### src/rtl/psum_arb_pkg.sv
// Shared types and sizing helpers for the global-buffer partial-sum arbiters.
package psum_arb_pkg;

    typedef enum logic [2:0] {StIdle, StArb, StXfer, StDrain, StDone} arb_state_e;

    localparam int unsigned NUM_CH_DEF    = 3;
    localparam int unsigned BURST_LEN_DEF = 4;

    function automatic int unsigned idx_w(input int unsigned n);
        return (n > 1) ? $clog2(n) : 1;
    endfunction

    localparam int unsigned CH_IDX_W = idx_w(NUM_CH_DEF);
    localparam int unsigned BURST_W  = idx_w(BURST_LEN_DEF + 1);

endpackage

### src/rtl/rr_arb_sel.sv
// Combinational round-robin selector: first requester at or after ptr, wrapping modulo NUM.
module rr_arb_sel
    import psum_arb_pkg::*;
#(
    parameter int unsigned NUM  = NUM_CH_DEF,
    parameter int unsigned IdxW = CH_IDX_W
) (
    input  logic [NUM-1:0]  req,
    input  logic [IdxW-1:0] ptr,
    output logic [IdxW-1:0] grant,
    output logic            any
);

    int unsigned idx;

    // Walk offsets from farthest to nearest so the closest requester is written last.
    always_comb begin
        grant = '0;
        any   = |req;
        idx   = 0;
        for (int unsigned k = 0; k < NUM; k++) begin
            idx = (32'(ptr) + (NUM - 1 - k)) % NUM;
            if (req[idx]) begin
                grant = IdxW'(idx);
            end
        end
    end

endmodule

### src/rtl/psum_gb_arb.sv
// Shares the GB partial-sum write port among the PEB output channels with round-robin
// burst arbitration, per-channel address generation and end-of-block detection.
module psum_gb_arb
    import psum_arb_pkg::*;
#(
    parameter int unsigned NUM_CH     = NUM_CH_DEF,
    parameter int unsigned PSUM_WIDTH = 64,
    parameter int unsigned ADDR_WIDTH = 12,
    parameter int unsigned CH_STRIDE  = 1024,
    parameter int unsigned BURST_LEN  = BURST_LEN_DEF,
    parameter int unsigned CNT_WIDTH  = 11
) (
    input  logic                         clk,
    input  logic                         rst,
    input  logic                         cfg_start,
    input  logic [CNT_WIDTH-1:0]         cfg_words,
    input  logic [NUM_CH-1:0]            psum_val,
    input  logic [NUM_CH*PSUM_WIDTH-1:0] psum_data,
    output logic [NUM_CH-1:0]            psum_rdy,
    output logic                         gb_val,
    output logic [ADDR_WIDTH-1:0]        gb_addr,
    output logic [PSUM_WIDTH-1:0]        gb_data,
    input  logic                         gb_rdy,
    output logic                         busy,
    output logic                         done
);

    localparam int unsigned IdxW   = (idx_w(NUM_CH) > CH_IDX_W) ? idx_w(NUM_CH) : CH_IDX_W;
    localparam int unsigned BurstW = (idx_w(BURST_LEN + 1) > BURST_W) ?
                                     idx_w(BURST_LEN + 1) : BURST_W;

    arb_state_e              state_q, state_d;
    logic [CNT_WIDTH-1:0]    words_q, words_d;
    logic [CNT_WIDTH-1:0]    cnt_q [NUM_CH];
    logic [CNT_WIDTH-1:0]    cnt_d [NUM_CH];
    logic [IdxW-1:0]         grant_q, grant_d, rr_q, rr_d, sel;
    logic [BurstW-1:0]       burst_q, burst_d;
    logic                    gb_val_q, gb_val_d;
    logic [ADDR_WIDTH-1:0]   gb_addr_q, gb_addr_d;
    logic [PSUM_WIDTH-1:0]   gb_data_q, gb_data_d;
    logic [PSUM_WIDTH-1:0]   ch_data [NUM_CH];
    logic [NUM_CH-1:0]       elig;
    logic                    any_elig, all_done, adv, accept, g_open, leave;
    logic [CNT_WIDTH-1:0]    cnt_g;

    always_comb begin
        all_done = 1'b1;
        for (int i = 0; i < NUM_CH; i++) begin
            ch_data[i] = psum_data[i*PSUM_WIDTH +: PSUM_WIDTH];
            elig[i]    = psum_val[i] && (cnt_q[i] < words_q);
            if (cnt_q[i] != words_q) begin
                all_done = 1'b0;
            end
        end
    end

    rr_arb_sel #(
        .NUM  (NUM_CH),
        .IdxW (IdxW)
    ) u_sel (
        .req   (elig),
        .ptr   (rr_q),
        .grant (sel),
        .any   (any_elig)
    );

    assign adv    = !gb_val_q || gb_rdy;
    assign cnt_g  = cnt_q[grant_q];
    assign g_open = cnt_g < words_q;

    always_comb begin
        for (int i = 0; i < NUM_CH; i++) begin
            psum_rdy[i] = (state_q == StXfer) && (grant_q == IdxW'(i)) && adv && g_open;
        end
    end

    assign accept = |(psum_val & psum_rdy);

    always_comb begin
        state_d   = state_q;
        words_d   = words_q;
        cnt_d     = cnt_q;
        grant_d   = grant_q;
        rr_d      = rr_q;
        burst_d   = burst_q;
        gb_val_d  = gb_val_q;
        gb_addr_d = gb_addr_q;
        gb_data_d = gb_data_q;
        leave     = 1'b0;

        // Output stage reloads whenever it is empty or being drained this cycle.
        if (adv) begin
            gb_val_d = accept;
            if (accept) begin
                gb_addr_d = ADDR_WIDTH'(grant_q) * ADDR_WIDTH'(CH_STRIDE) + ADDR_WIDTH'(cnt_g);
                gb_data_d = ch_data[grant_q];
            end
        end

        unique case (state_q)
            StIdle: begin
                if (cfg_start) begin
                    words_d = (cfg_words > CNT_WIDTH'(CH_STRIDE)) ? CNT_WIDTH'(CH_STRIDE)
                                                                  : cfg_words;
                    for (int i = 0; i < NUM_CH; i++) begin
                        cnt_d[i] = '0;
                    end
                    burst_d = '0;
                    state_d = StArb;
                end
            end
            StArb: begin
                if (all_done) begin
                    state_d = StDrain;
                end else if (any_elig) begin
                    grant_d = sel;
                    burst_d = '0;
                    state_d = StXfer;
                end
            end
            StXfer: begin
                if (accept) begin
                    cnt_d[grant_q] = cnt_g + 1'b1;
                    burst_d        = burst_q + 1'b1;
                    leave = (burst_q + 1'b1 == BurstW'(BURST_LEN)) || (cnt_g + 1'b1 == words_q);
                end else if (adv && (!psum_val[grant_q] || !g_open)) begin
                    leave = 1'b1;
                end
                if (leave) begin
                    rr_d    = (grant_q == IdxW'(NUM_CH - 1)) ? '0 : grant_q + 1'b1;
                    state_d = StArb;
                end
            end
            StDrain: begin
                if (adv) begin
                    state_d = StDone;
                end
            end
            StDone: begin
                state_d = StIdle;
            end
            default: begin
                state_d = StIdle;
            end
        endcase
    end

    always_ff @(posedge clk) begin
        if (rst) begin
            state_q   <= StIdle;
            words_q   <= '0;
            grant_q   <= '0;
            rr_q      <= '0;
            burst_q   <= '0;
            gb_val_q  <= 1'b0;
            gb_addr_q <= '0;
            gb_data_q <= '0;
            for (int i = 0; i < NUM_CH; i++) begin
                cnt_q[i] <= '0;
            end
        end else begin
            state_q   <= state_d;
            words_q   <= words_d;
            grant_q   <= grant_d;
            rr_q      <= rr_d;
            burst_q   <= burst_d;
            gb_val_q  <= gb_val_d;
            gb_addr_q <= gb_addr_d;
            gb_data_q <= gb_data_d;
            cnt_q     <= cnt_d;
        end
    end

    assign gb_val  = gb_val_q;
    assign gb_addr = gb_addr_q;
    assign gb_data = gb_data_q;
    assign busy    = (state_q == StArb) || (state_q == StXfer) || (state_q == StDrain);
    assign done    = (state_q == StDone);

endmodule

### config.mk
export PLATFORM = sky130hd
export DESIGN_NAME = psum_gb_arb
export DESIGN_NICKNAME = d
export VERILOG_FILES = /design/src/rtl/psum_arb_pkg.sv /design/src/rtl/rr_arb_sel.sv /design/src/rtl/psum_gb_arb.sv
export SDC_FILE = /design/constraint.sdc
export NUM_CORES = 1
export LEC_CHECK = 0
export ABC_CLOCK_PERIOD_IN_PS = 3000
export BUFFER_PORTS_ARGS = -buffer_cell sky130_fd_sc_hd__buf_2
export CELL_PAD_IN_SITES_DETAIL_PLACEMENT = 1
export CELL_PAD_IN_SITES_GLOBAL_PLACEMENT = 1
export CORE_UTILIZATION = 33
export CTS_BUF_LIST = sky130_fd_sc_hd__clkbuf_2 sky130_fd_sc_hd__clkbuf_4 sky130_fd_sc_hd__clkbuf_8
export CTS_CLUSTER_SIZE = 30
export DETAILED_ROUTE_END_ITERATION = 12
export GPL_TIMING_DRIVEN = 0
export HOLD_SLACK_MARGIN = 0.03
export PLACE_DENSITY_LB_ADDON = 0.1
export SLEW_MARGIN = 15
export SYNTH_ARGS = -nofsm -noshare
export SYNTH_HDL_FRONTEND = slang
export SYNTH_HIERARCHICAL = 1
export SYNTH_SLANG_ARGS = --single-unit
export TNS_END_PERCENT = 20
### constraint.sdc
create_clock -name clk -period 3 [get_ports clk]
set_input_delay 0.45 -clock clk [delete_from_list [all_inputs] [get_ports clk]]
set_output_delay 0.45 -clock clk [all_outputs]
set_load 0.02 [all_outputs]
==> flow_summary.json <==
{
  "synth-edff-count": 0,
  "syn-cell-area_sq_um": 7860,
  "syn_inst": 925,
  "initial_core_util_pct": 33.6,
  "ys_warn_count": 6,
  "clock-sinks": 131,
  "setup_slack_ns": -0.446,
  "avgSynthCellArea_sq_um": 8.50,
  "cts_hold_buf": 0,
  "core-area_sq_um": 23400,
  "finalCriticalPeriod_ns": 3.45,
  "ys_ff_latch": 131,
  "vdd_drop_max_uv": 257,
  "report.final.slew_viol_count": 0,
  "postRouteAntennaNets": 0,
  "h-tree-depth": 4,
  "cp_common_cell": "buf_6",
  "endpoint_kind": "output port",
  "yosysUniqueCellTypes": 67,
  "post-place-ws_ns": -1.37,
  "clockBufferDepth": 2,
  "post-route-drc-count": 0,
  "die_h_um": 156,
  "finalPower_uw": 5030,
  "leakagePower_uw": 0.00495,
  "synth_common_cells": "nor2_1 (172), dfxtp_1 (131), a21oi_1 (93)",
  "grt_pass1_wl_mm": 48.1,
  "synth.largest_area_cell": "dfxtp_1",
  "grt_pass1_vias": 8492,
  "yosysMostFrequentCell": "nor2_1",
  "status": "complete, but fails checks",
  "crit_arrival_ns": 3.00,
  "clkLatencyLatePin_ns": 0.47,
  "period_share_pct": 115,
  "critical-path-max-stage-delay_ns": 0.38,
  "final_layout_size_suffix_gt1_share_pct": 41.4,
  "failed_checks": "setup timing",
  "clock.fmax_mhz": 290,
  "startpoint_type": "register",
  "port_buffers": 290,
  "tns_ns": -19.55,
  "synth_top_area_share_pct": 33.3,
  "wl_mm": 32.1,
  "routedWlPerCell_um": 20.0,
  "path_max_fanout": 5,
  "cts_tree": "yes",
  "placed_cell_area_sq_um": 9740,
  "antenna_found_initial": 0,
  "grt_max_degree": 17,
  "crit_required_ns": 2.55,
  "die_area_sq_um": 24500,
  "cpMaxStageDelayCell": "dfxtp_4",
  "slew_headroom_pct": 45.7,
  "synth.area.top_cells": "dfxtp_1 (33%), mux2i_1 (10%), nor2_1 (8.2%)",
  "clock_skew_ns": 0.0179,
  "clock-root-buffer": "clkbuf_8",
  "syn2layout_area_growth_pct": 47.8,
  "max_cap_viol_count": 0,
  "gp_congestion": 0.861,
  "die_w_um": 156,
  "final_area_sq_um": 11600,
  "clk_pin_slew_ns": 0.08,
  "hold_viol": 0,
  "worst_slew_pin_slew_ns": 0.814,
  "power_density_nw_per_um2": 433,
  "worstPathCellList": "buf_12 -> buf_16 -> buf_6 -> mux2i_4 -> o2bb2ai_4 -> ha_4 -> a21o_1 -> a21oi_2 -> nor2b_2 -> nor3_2 -> nor2b_4 -> and2_4 -> buf_6",
  "hpwlAfterDp_mm": 23.9,
  "ys.flop_type": "dfxtp_1",
  "grt_usage_pct": 25.9,
  "io_pins": 292,
  "min_path_type": "input pin to register",
  "cts_buffers": 17,
  "ys_seq_area_share_pct": 33.3,
  "whs_ns": 0.256,
  "avgViaCountPerCell": 5.20,
  "rsz0062_at_grt": "yes",
  "num_rows": 56,
  "setup_viol": 119,
  "vias": 8367,
  "dr.pass1.iters": 4,
  "dr.first_iter.drc_count": 414,
  "critPathKind": "register to output port",
  "syn-num-nets": 1186,
  "grt-ovfl-total": 0,
  "async_reset_ff_share_pct": 0,
  "antenna_cells": 0,
  "layout.nets": 1539
}
[state kept, by name, indices dropped and copies added, names as in the netlist]
name,count
gb_val,1
burst_q,3
gb_addr,12
cnt_q,33
rr_q,2
state_q,3
grant_q,2
words_q,11
gb_data,64
[cells by family (layout without fill, tap and decap cells)]
kind of cell,after synthesis,count (layout),synth area share [%]
AOI/OAI and AO/OA,270,270,23.9
xor gates and xnor gates,22,22,2.90
adders and majority gates,51,51,8.11
buffers and inverters,97,463,5.01
DFF,131,131,33.3
muxes,80,80,10.2
and+or+nand+nor,274,274,16.5
[worst paths after layout]
kind / slack [ns] / cells after the start / endpoint / start
max: -0.45 / 13 / psum_rdy[2] / grant_q[1]
min: 0.26 / 3 / words_q[5] / cfg_words[5]
max reg2reg: -0.35 / 19 / gb_addr[6] / grant_q[1]
min reg2reg: 0.47 / 2 / gb_addr[1] / gb_addr[1]
[layer usage]
metal	vias to the layer above	global-route usage, %	wire, um
met5	-	0	0
met3	49	5.34	1730
met2	256	43.9	15600
met1	4018	33.0	14200
met4	0	7.75	677
li1	4044	-	-
[layout by cell type, fill, tap and decap left out, types with 6 or more instances in the layout]
cell type,count
ha_4,6
nor3b_1,7
ha_1,44
o21ai_0,7
buf_4,31
nand2b_1,8
mux2i_4,6
buf_1,12
nand2_1,18
nor2b_1,13
dfxtp_1,124
nor2_1,154
buf_6,13
clkbuf_8,20
a211oi_1,41
nor2_4,10
a21oi_2,11
buf_2,290
xnor2_1,17
buf_12,7
clkbuf_1,22
inv_1,25
nor2_2,9
a22o_1,33
a211oi_2,33
inv_2,7
buf_8,11
a21oi_1,82
o21a_1,18
mux2i_1,71
o21ai_2,6
nand4_1,9
[repair_timing]
action	CTS	global route
pin swaps	65	40
setup buffers	30	12
gates cloned	4	2
gates resized for setup	171	93
endpoints found under the setup margin	122	121
[critical path: cells and delay by family, from the launching register on]
family	cells	cell delay, ns
AND/OR/NAND/NOR	4	0.71
flip-flops	1	0.38
AO/OA/AOI/OAI	3	0.52
buffers and inverters	4	0.50
multiplexers	1	0.18
adder cells (fa/ha/maj)	1	0.23
[power breakdown]
group          switching (uW)  internal [uW]
Combinational             924            709
Sequential               66.0           1820
Clock                     801            711
Total                    1790           3240
[area by class of cell]
| cell class | count | area [sq um] |
|---|---|---|
| flip-flops and latches | 131 | 2640 |
| inverters | 33 | 131 |
| multi-input cells | 697 | 5570 |
| fillers | 2881 | 11800 |
| clock inverters | 13 | 123 |
| clock buffers | 19 | 262 |
| plain buffers | 61 | 487 |
| repair buffers | 337 | 2020 |
| well taps | 319 | 399 |
[through the flow]
stage	utilization, %	std cells
after floorplan	-	925
after global placement	41.6	1534
after detailed placement	41.6	1534
after CTS	47.7	1599
after global routing	49.7	1610
final	49.7	1610
Power figures use the tool's default switching activity.
